===== src/rtl/agendador_rega.sv =====
// Two-zone irrigation scheduler sharing one pump: grants one valve per slot,
// alternates on ties, and inserts a dead time between slots, paced by a slow external clock.
module agendador_rega #(
  parameter int DURACAO = 8,
  parameter int PAUSA   = 2
) (
  input  logic       clock,
  input  logic       reset,
  input  logic       clock_Reduzido,
  input  logic [1:0] req,
  output logic [1:0] valvula,
  output logic       bomba,
  output logic       ocupado,
  output logic [3:0] restante,
  output logic [1:0] estado
);

  localparam logic [3:0] DUR_EFF = (DURACAO == 0) ? 4'd1 : 4'(DURACAO);
  localparam logic [3:0] PAU     = 4'(PAUSA);

  typedef enum logic [1:0] {
    ST_LIVRE   = 2'd0,
    ST_REGANDO = 2'd1,
    ST_PAUSA   = 2'd2
  } state_t;

  state_t     state, state_nx;
  logic [3:0] restante_nx;
  logic [1:0] valvula_nx;
  logic       ultimo, ultimo_nx;
  logic       winner;
  logic       fim;
  logic       sync1, sync2, hist;
  logic       tick;

  // clock_Reduzido is unrelated to clock: resynchronize, then detect rising edges only
  always_ff @(posedge clock) begin
    if (reset) begin
      sync1 <= 1'b0;
      sync2 <= 1'b0;
      hist  <= 1'b0;
    end else begin
      sync1 <= clock_Reduzido;
      sync2 <= sync1;
      hist  <= sync2;
    end
  end

  assign tick = sync2 & ~hist;

  always_ff @(posedge clock) begin
    if (reset) begin
      state    <= ST_LIVRE;
      restante <= 4'd0;
      valvula  <= 2'b00;
      bomba    <= 1'b0;
      ultimo   <= 1'b1;
    end else begin
      state    <= state_nx;
      restante <= restante_nx;
      valvula  <= valvula_nx;
      bomba    <= |valvula_nx;
      ultimo   <= ultimo_nx;
    end
  end

  always_comb begin
    state_nx    = state;
    restante_nx = restante;
    valvula_nx  = valvula;
    ultimo_nx   = ultimo;
    winner      = 1'b0;
    fim         = 1'b0;
    case (state)
      ST_LIVRE: begin
        if (req != 2'b00) begin
          winner      = (req == 2'b11) ? ~ultimo : req[1];
          state_nx    = ST_REGANDO;
          restante_nx = DUR_EFF;
          valvula_nx  = winner ? 2'b10 : 2'b01;
          ultimo_nx   = winner;
        end
      end
      ST_REGANDO: begin
        // ultimo is the zone currently granted; losing its request ends the slot
        fim = !req[ultimo] || (tick && (restante <= 4'd1));
        if (fim) begin
          valvula_nx = 2'b00;
          if (PAU == 4'd0) begin
            state_nx    = ST_LIVRE;
            restante_nx = 4'd0;
          end else begin
            state_nx    = ST_PAUSA;
            restante_nx = PAU;
          end
        end else if (tick) begin
          restante_nx = restante - 4'd1;
        end
      end
      ST_PAUSA: begin
        if (tick) begin
          if (restante <= 4'd1) begin
            state_nx    = ST_LIVRE;
            restante_nx = 4'd0;
          end else begin
            restante_nx = restante - 4'd1;
          end
        end
      end
      default: begin
        state_nx    = ST_LIVRE;
        restante_nx = 4'd0;
        valvula_nx  = 2'b00;
      end
    endcase
  end

  assign ocupado = (state != ST_LIVRE);
  assign estado  = state;

endmodule


===== config.mk =====
export PLATFORM = sky130hd
export DESIGN_NAME = agendador_rega
export DESIGN_NICKNAME = d
export VERILOG_FILES = /design/src/rtl/agendador_rega.sv
export SDC_FILE = /design/constraint.sdc
export NUM_CORES = 1
export LEC_CHECK = 0
export CORE_AREA = 3 3 53 55
export DETAILED_ROUTE_END_ITERATION = 10
export DIE_AREA = 0 0 56 58
export PLACE_DENSITY = 0.62
export SLEW_MARGIN = 40
export SYNTH_ARGS = -nofsm -noshare
export SYNTH_HDL_FRONTEND = slang
export SYNTH_SLANG_ARGS = --single-unit

===== constraint.sdc =====
create_clock -name clock -period 3.3 [get_ports clock]
set_input_delay 0.66 -clock clock [delete_from_list [all_inputs] [get_ports clock]]
set_output_delay 0.66 -clock clock [all_outputs]
set_load 0.05 [all_outputs]

==> impl_metrics.py, run 1 <==
metrics = {
    "synthesis": {
        "synth-simple-area-share": 0.2540,
        "synth_top_family_by_area": "compound AO/OA/AOI/OAI gates",
        "synth_area_um2": 699.4,
        "seq_area_frac_synth": 0.3721,
        "synth_fa_ha_area_frac": 0.03578,
        "yosysTopAreaCell": "dfxtp_1",
        "synth.area.mux_share": 0.01610,
        "synth_cells": 80,
        "synth-xor-area-share": 0,
        "synth.distinct_cells": 34,
        "synth_nets": 87,
        "syn_avg_cell_area_um2": 8.743,
        "synth-compound-area-share": 0.2755,
        "yosysWarningCount": 0,
        "synthTopCellsByArea": "dfxtp_1 37%, a21oi_1 5.0%, nor2b_1 4.5%, o41ai_4 3.9%, ha_1 3.6%",
        "yosysTopAreaCellShare": 0.3721,
        "ys_seq_elements": 13,
    },
    "hold_path": {
        "hold_class": "reg2reg",
    },
    "global_routing": {
        "grt_usage": 0.1074,
        "gr-total-overflow": 0,
        "antenna_found_initial": 0,
        "grt_pass1_wl_um": 2697,
        "grt_pass1_vias": 622,
        "grt_max_degree": 16,
    },
    "worst_setup_path": {
        "path_max_fanout": 15,
        "critPathArrivalTime_ns": 1.96,
        "end_kind": "primary output",
        "max_stage_delay_ns": 0.80,
        "path_class": "reg2out",
        "crit_family": "buffers and inverters",
        "crit_required_ns": 2.64,
        "cp_num_buf_inv": 2,
        "crit_slowest_cell": "clkdlybuf4s50_1",
        "worstPathCellList": "nor2_1, inv_1, clkdlybuf4s50_1",
        "cp-start-kind": "flop",
    },
    "clock_network": {
        "cts.sinks": 13,
        "cts_max_level": 1,
        "ctsHoldBuffers": 0,
        "tritoncts": "done",
        "path_clk_slew_ns": 0.07,
        "cts_resized": 0,
        "clockBufferDepth": 2,
        "cts_root_buffer": "clkbuf_4",
        "cts_buffers": 3,
        "clk_latency_ns": 0.27,
        "post-cts-setup-buffers": 0,
    },
    "placement": {
        "hpwl_um": 1178,
        "portBuffers": 14,
        "place_congestion": 0.8682,
    },
    "power": {
        "p_leak_nw": 0.3206,
        "p_sw_frac": 0.4011,
        "p_comb_frac": 0.385,
        "powerDensity_nw_per_um2": 542.3,
        "vdd_drop_max_v": 0.0001846,
        "share_seq_of_total_power": 0.415,
        "p_int_uw": 289.0,
        "power.switching_uw": 193.5,
        "power.share.clock": 0.200,
    },
    "routing": {
        "via_count": 680,
        "routed_wl_um": 1636,
        "drt_iter0_drc": 17,
        "via_per_inst": 5.440,
        "firstDrtPassIters": 4,
        "drtAntennaViolNets": 0,
        "wire_per_inst_um": 13.09,
        "drcViolationCount": 0,
    },
    "timing": {
        "hold_slack_ns": 0.4418,
        "fin_skew_ns": 0.004456,
        "drv_slew": 0,
        "rsz0062_at_grt": "false",
        "slew_headroom": 0.6678,
        "worstMarginPinSlew_ns": 0.4967,
        "setup_viol": 0,
        "fmax_mhz": 381.8,
        "period_minus_slack_ns": 2.619,
        "fin_tns_setup_ns": 0,
        "hold_viol": 0,
        "finalCritPeriodShare": 0.7937,
    },
    "status": {
        "status": "finished, final reports clean",
    },
    "cells_and_area": {
        "num-nets-final": 103,
        "layout-drive-gt1-share": 0.08421,
        "final_common_cell": "clkdlybuf4s50_1",
        "syn2layout_area_growth_pct": 27.19,
        "final_cell_mix": "14 x clkdlybuf4s50_1, 13 x dfxtp_1, 7 x a21oi_1",
        "antenna_cells": 0,
    },
    "die": {
        "core_area_um2": 2432,
        "dieWidth_um": 56,
        "row_count": 18,
        "io_pins": 15,
        "die_y_um": 58,
        "initial_core_util": 0.2876,
        "die-area_um2": 3248,
    },
    "run": {
        "maxCapViolations": 0,
    },
}
==> logic make-up (layout without fill, tap and decap cells) <==
group / count (synthesis) / after routing
and+or+nand+nor: 31 / 31
adders and majority gates: 2 / 2
buffers and inverters: 8 / 23
DFF: 13 / 13
muxes: 1 / 1
AOI/OAI and AO/OA: 25 / 25
==> routing by layer <==
layer | up-vias | track usage | wire length (µm)
met1 | 318 | 0.1196 | 706
met5 | - | 0 | 0
li1 | 325 | - | -
met3 | 8 | 0.03786 | 109
met2 | 29 | 0.1703 | 749
met4 | 0 | 0.07797 | 71
==> through the flow <==
step	std cells	power [mW]	util	setup slack [ns]	area (µm²)
after detailed placement	121	0.3872	0.3549	0.9226	863.3
final	125	0.4825	0.3657	0.6808	889.6
after global placement	121	0.3850	0.3549	0.9809	863.3
after global routing	125	0.5101	0.3657	0.5140	889.6
after CTS	125	0.4862	0.3657	0.6792	889.6
after floorplan	80	0.3308	-	1.292	699.4
==> flip-flops by register name (all words and copies together) (netlist names) <==
| register | flops |
|---|---|
| sync1 | 1 |
| restante | 4 |
| valvula | 2 |
| ultimo | 1 |
| estado | 2 |
| sync2 | 1 |
| hist | 1 |
| bomba | 1 |
==> power by group through the flow <==
stage / combinational [mW] / clock (mW) / sequential (mW)
after floorplan: 0.0884 / 0 / 0.242
after global placement: 0.183 / 0 / 0.202
after detailed placement: 0.184 / 0 / 0.203
after CTS: 0.185 / 0.102 / 0.199
after global routing: 0.199 / 0.108 / 0.203
final: 0.186 / 0.0965 / 0.200
==> layout make-up <==
cell class                      instances  area, µm²
Clock buffer                            4      26.28
Fill cell                             254       1543
Inverter                                5      18.77
Tap cell                               30      37.54
Timing Repair Buffer                   14      140.1
Multi-Input combinational cell         59      406.6
Sequential cell                        13      260.3
==> worst register-to-register path: cells and delay by family (launching register included) <==
family	cells	cell delay, ns
buffers and inverters	1	0.08
flip-flops	1	0.41
adder cells (fa/ha/maj)	1	0.23
AO/OA/AOI/OAI	3	0.71
AND/OR/NAND/NOR	2	0.44
==> worst paths after layout <==
kind | to | cells past startpoint | from | slack [ns]
hold / removal | sync2 | 1 | sync1 | 0.44
hold reg to reg | sync2 | 1 | sync1 | 0.44
setup / recovery | ocupado | 3 | estado[0] | 0.68
setup reg to reg | restante[0] | 7 | restante[0] | 1.34
==> cells in the mapped netlist (all sizes together) <==
library cell and count:
dfxtp 13, a21oi 7, nor2 6, inv 5
nand3 5, nor2b 5, nand2b 4, nand2 3
o21ai 3, a31oi 2, buf 2, ha 2
nor3 2, o21a 2, o31ai 2, o41ai 2
a2111oi 1, a221o 1, and3 1, clkbuf 1
mux2 1, nand4 1, nand4b 1, nor4 1
o21bai 1, o221a 1, o2bb2ai 1, o31a 1
o32ai 1, or2 1, or3b 1
Note: power is estimated with default switching activity, not from simulation.
==> inputs of run 2 (changes only) <==
- clock period: 3.3 -> 2.6 ns (I/O delays scaled with it)
==> impl_metrics.py, run 2 (synthesized netlist as in run 1, its figures left out) <==
metrics = {
    "die": {
        "row_count": 18,
        "core_area_um2": 2432,
        "die-area_um2": 3248,
        "io_pins": 15,
        "die_y_um": 58,
        "initial_core_util": 0.2876,
        "dieWidth_um": 56,
    },
    "worst_setup_path": {
        "critPathArrivalTime_ns": 1.66,
        "ff2ff_path_depth": 7,
        "cp-start-kind": "flop",
        "path_class": "reg2out",
        "crit_required_ns": 2.08,
        "regToRegStartpoint": "restante[0]",
        "end_kind": "primary output",
        "cp-startpoint": "estado[1]",
        "path_max_fanout": 4,
    },
    "cells_and_area": {
        "fill_cells": 255,
        "top_register": "restante",
        "layout-drive-gt1-share": 0.1122,
        "seqCellArea_um2": 260.3,
        "multi_input_area_um2": 406.6,
        "final_common_cell": "clkdlybuf4s50_1",
        "post-route-util": 0.3750,
        "antenna_cells": 0,
        "final_area_um2": 912.1,
        "num-nets-final": 106,
        "largest_register_ffs": 4,
        "final_cell_mix": "14 x clkdlybuf4s50_1, 13 x dfxtp_1, 7 x a21oi_1",
        "syn2layout_area_growth_pct": 30.41,
    },
    "routing": {
        "routed-wl-met2_um": 754,
        "top_layer_used": "met4",
        "drt_iter0_drc": 35,
        "met3_wirelength_um": 77,
        "drcViolationCount": 0,
        "drt-met1-wl_um": 766,
        "via_per_inst": 5.320,
        "drtAntennaViolNets": 0,
        "firstDrtPassIters": 5,
        "wire_per_inst_um": 12.72,
        "routed_wl_um": 1628,
        "via_count": 681,
    },
    "global_routing": {
        "grt_usage": 0.1061,
        "grt_pass1_vias": 615,
        "grt_pass1_wl_um": 2746,
        "gr-total-overflow": 0,
        "antenna_found_initial": 0,
        "grt_max_degree": 15,
    },
    "clock_network": {
        "clk_latency_ns": 0.28,
        "cts_root_buffer": "clkbuf_4",
        "clockBufferDepth": 2,
        "tritoncts": "done",
        "cts.sinks": 13,
        "post-cts-setup-buffers": 0,
        "ctsHoldBuffers": 0,
        "cts_max_level": 1,
        "cts_buffers": 3,
        "cts_resized": 0,
        "path_clk_slew_ns": 0.08,
    },
    "placement": {
        "portBuffers": 14,
        "place_congestion": 0.8926,
        "placed_cell_area_um2": 885.9,
        "hpwl_um": 1236,
    },
    "timing": {
        "hold_viol": 0,
        "fin_tns_setup_ns": 0,
        "setup_viol": 0,
        "fmax_mhz": 458.0,
        "drv_slew": 0,
        "worstMarginPinSlew_ns": 0.4960,
        "slew_headroom": 0.6683,
        "fin_skew_ns": 0.005300,
        "rsz0062_at_grt": "false",
        "period_minus_slack_ns": 2.183,
        "finalCritPeriodShare": 0.8398,
    },
    "power": {
        "p_sw_frac": 0.4020,
        "p_leak_nw": 0.3358,
        "vdd_drop_max_v": 0.0002457,
        "power.switching_uw": 250.4,
        "share_seq_of_total_power": 0.389,
        "powerDensity_nw_per_um2": 682.8,
        "p_comb_frac": 0.404,
        "power.share.clock": 0.206,
        "p_int_uw": 372.5,
    },
    "run": {
        "maxCapViolations": 0,
    },
    "hold_path": {
        "hold_start": "sync1",
        "hold_depth": 1,
        "hold_class": "reg2reg",
    },
    "status": {
        "status": "finished, final reports clean",
    },
}
==> run 2: changes by cell type in the layout (fill, tap and decap cells not counted), sizes merged <==
cell,previous run,this run
buf,0,3
==> run 2: final cells by class <==
type	instances	area share
Clock buffer	4	0.02881
Multi-Input combinational cell	59	0.4458
Timing Repair Buffer	17	0.1783
Inverter	5	0.02058
Sequential cell	13	0.2853
Tap cell	30	0.04115
==> run 2: critical path, cell delays in order, from the launching register on <==
cell and delay, ns:
dfxtp_1 0.32, nor2_1 0.26, inv_1 0.10, clkdlybuf4s50_1 0.71
==> run 2: worst paths after layout <==
check | slack (ns) | to
setup / recovery | 0.42 | ocupado
hold / removal | 0.45 | sync2
setup reg to reg | 0.70 | restante[0]
hold reg to reg | 0.45 | sync2
==> run 2: metal layers <==
| metal | GRT usage | vias up |
|---|---|---|
| met5 | 0 | - |
| met2 | 0.1653 | 22 |
| met1 | 0.1351 | 320 |
| met4 | 0.06102 | 0 |
| li1 | - | 335 |
| met3 | 0.02450 | 4 |
==> run 2: metrics by stage <==
| stage | hold WS (ns) | total power [mW] | worst slack, ns | std cells |
|---|---|---|---|---|
| 2_1_floorplan | 0.4138 | 0.4198 | 0.5921 | 80 |
| 3_3_place_gp | 0.4284 | 0.4966 | 0.4353 | 124 |
| 3_5_place_dp | 0.4350 | 0.4982 | 0.4113 | 124 |
| 4_1_cts | 0.4541 | 0.6277 | 0.3983 | 128 |
| 5_1_grt | 0.4746 | 0.6579 | 0.3550 | 128 |
| 6_report | 0.4538 | 0.6228 | 0.4166 | 128 |
==> run 2: power by group through the flow <==
stage	clock, mW	combinational [mW]	sequential, mW
3_3_place_gp	0	0.249	0.248
4_1_cts	0.133	0.252	0.242
5_1_grt	0.142	0.270	0.246
6_report	0.129	0.252	0.242
3_5_place_dp	0	0.251	0.247
2_1_floorplan	0	0.112	0.308
